--- config.mk ---
export PLATFORM = sky130hd
export DESIGN_NAME = regfile_mp
export DESIGN_NICKNAME = d
export VERILOG_FILES = /design/src/rtl/regfile_mp.sv
export SDC_FILE = /design/constraint.sdc
export NUM_CORES = 2
export LEC_CHECK = 0
export CAP_MARGIN = 20
export CORE_MARGIN = 2
export CORE_UTILIZATION = 50
export DETAILED_ROUTE_END_ITERATION = 16
export HOLD_SLACK_MARGIN = 0.02
export PLACE_DENSITY = 0.71
export SYNTH_ARGS = -nofsm -noshare
export SYNTH_HDL_FRONTEND = slang
export SYNTH_SLANG_ARGS = --single-unit
--- constraint.sdc ---
create_clock -name clk -period 10 [get_ports clk]
set_clock_uncertainty 0.1 [all_clocks]
set_input_delay 2 -clock clk [delete_from_list [all_inputs] [get_ports clk]]
set_output_delay 2 -clock clk [all_outputs]
set_load 0.05 [all_outputs]
--- src/rtl/regfile_mp.sv ---
// Purpose : parametrised 2-read / 1-write decode-stage register file with a sequential clear engine.
// Latency : reads are registered, one edge from address to data; writes land on the same edge.
// Backpressure: none; while the clear engine runs, writes are dropped (out_wr_drop) and reads return 0.
//
// Ports:
//   clk, rst                     clock and synchronous active-high reset
//   in_ctrl_regwrt/in_rd/in_rdval   write port (from writeback)
//   in_rs/in_rt                  read addresses; out_rsval/out_rtval registered read data
//   in_clr                       pulse to zero every entry, one entry per cycle
//   out_busy                     high while the clear engine runs
//   out_wr_drop                  one-cycle pulse when a write request was discarded
module regfile_mp #(
    parameter int DATA_W   = 32,
    parameter int ADDR_W   = 6,
    parameter int BYPASS   = 1,
    parameter int ZERO_REG = 0
) (
    input  logic              clk,
    input  logic              rst,
    input  logic              in_ctrl_regwrt,
    input  logic [ADDR_W-1:0] in_rd,
    input  logic [DATA_W-1:0] in_rdval,
    input  logic [ADDR_W-1:0] in_rs,
    input  logic [ADDR_W-1:0] in_rt,
    input  logic              in_clr,
    output logic [DATA_W-1:0] out_rsval,
    output logic [DATA_W-1:0] out_rtval,
    output logic              out_busy,
    output logic              out_wr_drop
);

    localparam int D = 2 ** ADDR_W;
    localparam logic [ADDR_W-1:0] LAST = ADDR_W'(D - 1);

    typedef enum logic {
        IDLE  = 1'b0,
        CLEAR = 1'b1
    } state_t;

    state_t            state;
    logic [ADDR_W-1:0] cnt;
    logic [DATA_W-1:0] mem [D];

    logic              wr_acc;
    logic [DATA_W-1:0] rs_nxt;
    logic [DATA_W-1:0] rt_nxt;

    // A write is architecturally accepted unless it targets the hardwired zero
    // register. Whether the FSM lets it through is decided in the sequential block.
    always_comb begin
        wr_acc = in_ctrl_regwrt;
        if ((ZERO_REG != 0) && (in_rd == '0)) begin
            wr_acc = 1'b0;
        end
    end

    // Per-port read selection: zero register, then same-edge forwarding, then array.
    always_comb begin
        rs_nxt = mem[in_rs];
        if ((ZERO_REG != 0) && (in_rs == '0)) begin
            rs_nxt = '0;
        end else if ((BYPASS != 0) && wr_acc && (in_rd == in_rs)) begin
            rs_nxt = in_rdval;
        end

        rt_nxt = mem[in_rt];
        if ((ZERO_REG != 0) && (in_rt == '0)) begin
            rt_nxt = '0;
        end else if ((BYPASS != 0) && wr_acc && (in_rd == in_rt)) begin
            rt_nxt = in_rdval;
        end
    end

    // Array contents are deliberately left out of the reset branch: the clear
    // engine zeroes them one entry per edge after reset.
    always_ff @(posedge clk) begin
        if (rst) begin
            state       <= CLEAR;
            cnt         <= '0;
            out_busy    <= 1'b1;
            out_rsval   <= '0;
            out_rtval   <= '0;
            out_wr_drop <= 1'b0;
        end else begin
            case (state)
                CLEAR: begin
                    mem[cnt]    <= '0;
                    out_rsval   <= '0;
                    out_rtval   <= '0;
                    out_wr_drop <= in_ctrl_regwrt;
                    if (cnt == LAST) begin
                        state    <= IDLE;
                        out_busy <= 1'b0;
                        cnt      <= '0;
                    end else begin
                        cnt <= cnt + ADDR_W'(1);
                    end
                end
                default: begin
                    if (in_clr) begin
                        // Clear wins over a same-edge write; reads see the array
                        // without forwarding since that write never lands.
                        state       <= CLEAR;
                        cnt         <= '0;
                        out_busy    <= 1'b1;
                        out_wr_drop <= in_ctrl_regwrt;
                        out_rsval   <= mem[in_rs];
                        out_rtval   <= mem[in_rt];
                    end else begin
                        out_wr_drop <= 1'b0;
                        out_rsval   <= rs_nxt;
                        out_rtval   <= rt_nxt;
                        if (wr_acc) begin
                            mem[in_rd] <= in_rdval;
                        end
                    end
                end
            endcase
        end
    end

endmodule
==> flow_summary.ini <==
[sta]
relSlewSlack_pct = 11.7
fin_setup_tns_ns = 0
worst_slack_ns = 4.45
fin_crit_sh_pct = 55.5
tightest_slew_ns = 1.32
hold_violations = 0
setup_viol = 0
finalMaxSlewViolations = 0
rsz0062_at_grt = no
min_period_ns = 5.55
clock.fmax_mhz = 180

[cts]
cts_buffers = 214
cts_tree = done
clk_pin_slew_ns = 0.06
cts_resized = 0
cts_max_level = 4
clk_latency_ns = 0.86
cts_buffer_depth = 3
clkSinkCount = 2121
hold_buffers = 0
cts_root_buffer = clkbuf_16
cts_setup_buffers = 0

[critical_path]
timing.reg2reg.setup_slack_ns = 5.84
reg2reg_from = state
critical_path.max_fanout = 57
crit_path_top_delay_cell = nor2_4
critical-path-max-stage-delay_ns = 0.83
worstSetupPathType = in2reg
arrival_ns = 5.94
worst_r2r_path_depth = 7
end_kind = register
cp.required_ns = 10.39
r2r-end = mem[12][11]
path_cells = clkdlybuf4s50_1 > nor4b_2 > buf_4 > nand2_1 > o31ai_1 > nand2_1 > nor2_4 > buf_4
startpoint_type = primary input

[synthesis]
ys_types = 55
synth-edff-count = 2048
yosys_warnings = 0
synth_area_per_cell_sq_um = 20.6
ys.flop_type = edfxtp_1
ys_seq_elements = 2121
synth-async-reset-ratio_pct = 0
ys_seq_area_share_pct = 64.9
syn_inst = 4708
syn_nets = 4763
syn_area_sq_um = 97000

[detailed_routing]
ant_nets = 0
vias = 53800
drt-total-wl_microns = 289000
wire_per_inst_microns = 38.3
drc_errors = 0
dr.pass1.iters = 6
drtIter0Drc = 8238
routed_via_density = 7.12

[floorplan]
fp.dieH_microns = 444
die_area_sq_um = 198000
pin_count = 120
chipWidth_microns = 444
rows = 161
start_util_pct = 50.4
coreArea_sq_um = 193000

[min_path]
hold_path_depth = 2
hold_start = out_busy
min_to = out_busy
hold_class = reg2reg

[cells_and_area]
drive_gt1_share_pct = 34.5
seqCellArea_sq_um = 63000
fillerInstances = 14000
syn2layout_area_growth_pct = 12.1
instances_no_fill = 7556
fin_nets = 4902
multiInputGateArea_sq_um = 32900

[global_route]
grt-ovfl-total = 0
grt_pass1_wl_microns = 408000
antenna_found_initial = 10
first_global_vias = 53900
grt_max_degree = 141
track_usage_pct = 29.3

[outcome]
status = finished clean

[pwr]
power.leakage_uw = 0.0355
ir_drop_uv = 184
p_total_uw = 18700
powerDensity_nw_per_um2 = 172

[placed_design]
portBuffers = 119
hpwl_microns = 174000
finalWeightedCongestion = 0.934
dp_worst_setup_slack_ns = 3.67
post-place-cells = 7153

[flow_run]
cap_violations = 0
[kinds of logic (layout without fill, tap and decap cells)]
group / after synthesis / after routing / synth area share [%]
flops: 2121 / 2121 / 64.9
mux: 1345 / 1345 / 27.6
compound gates: 456 / 456 / 3.55
simple gates: 401 / 401 / 1.98
buf+inv: 371 / 691 / 1.82
xor+xnor: 13 / 13 / 0.117
fa+ha+maj: 1 / 1 / 0.0129
other cells: 0 / 2 / 0
[worst max path at each step]
stage,start,endpoint,slack (ns),cells past startpoint
after global placement,rst,mem[39][4],3.69,7
after detailed placement,rst,mem[12][22],3.67,8
after floorplan,rst,mem[12][0],4.70,8
after global routing,rst,mem[12][11],4.40,8
final,rst,mem[12][11],4.45,8
after CTS,rst,mem[12][11],4.56,8
[cell usage after synthesis (16+ instances only)]
| master | number | share of area (%) |
|---|---|---|
| mux2i_1 | 242 | 2.5 |
| nand2b_1 | 16 | 0.10 |
| o211ai_1 | 54 | 0.42 |
| buf_1 | 49 | 0.19 |
| nand2_1 | 127 | 0.49 |
| buf_2 | 137 | 0.71 |
| a21oi_1 | 19 | 0.098 |
| mux4_2 | 1059 | 25 |
| clkbuf_1 | 138 | 0.53 |
| a22oi_1 | 240 | 1.9 |
| dfxtp_1 | 73 | 1.5 |
| and2_1 | 36 | 0.23 |
| a311o_1 | 17 | 0.18 |
| nand3_1 | 74 | 0.38 |
| or2_2 | 19 | 0.12 |
| nor2_1 | 88 | 0.34 |
| mux2_2 | 44 | 0.51 |
| edfxtp_1 | 2048 | 63 |
| buf_4 | 33 | 0.26 |
| o22ai_1 | 29 | 0.19 |
| a21o_1 | 21 | 0.16 |
| a22o_1 | 28 | 0.25 |
[registers in the layout (all words and copies together), names as in the netlist]
register     cells
cnt              6
mem           2048
out_busy         1
out_rsval       32
out_rtval       32
out_wr_drop      1
state            1
[cells in the final DEF (no fill, tap or decap), drive strengths merged, types with 29 or more instances in the layout]
cell and count:
edfxtp 2048, mux4 1059, clkbuf 269, mux2i 242
a22oi 240, buf 180, nand2 127, clkdlybuf4s50 111
clkinv 95, nor2 88, nand3 74, dfxtp 73
o211ai 54, mux2 44, and2 36, o22ai 29
[per-layer routing]
layer,up-vias,GRT usage (%),part of all wire [%]
met5,-,0,0.0093
met3,572,8.11,12
li1,20900,-,-
met1,28700,39.9,36
met4,4,10.9,4.1
met2,3642,45.5,47
[stage by stage]
stage                     hold WS, ns  area [sq um]  util [%]
after floorplan                 0.403         97000         -
after CTS                       0.435        109000      56.4
after detailed placement        0.426        102000      52.8
final                           0.429        109000      56.5
after global placement          0.404        102000      52.8
after global routing            0.465        109000      56.5
[area by class of cell]
cell class | count | share of cell area [%]
flip-flops and latches | 2121 | 57.9
multi-input cells | 2216 | 30.3
clock buffers | 269 | 5.26
well taps | 2526 | 2.91
repair buffers | 291 | 2.54
clock inverters | 128 | 1.12
inverters | 3 | 0.0104
diodes | 2 | 0.00460
[critical path: cells and delay by family]
kind	cells	cell delay, ns
buf+inv	3	1.81
simple gates	4	1.89
compound gates	1	0.13
[power by group]
part,total [uW],switching (uW),internal [uW]
Sequential,9630,13.4,9620
Clock,7990,3430,4560
Combinational,1100,642,456
Total,18700,4090,14600
Power figures use the tool's default switching activity.
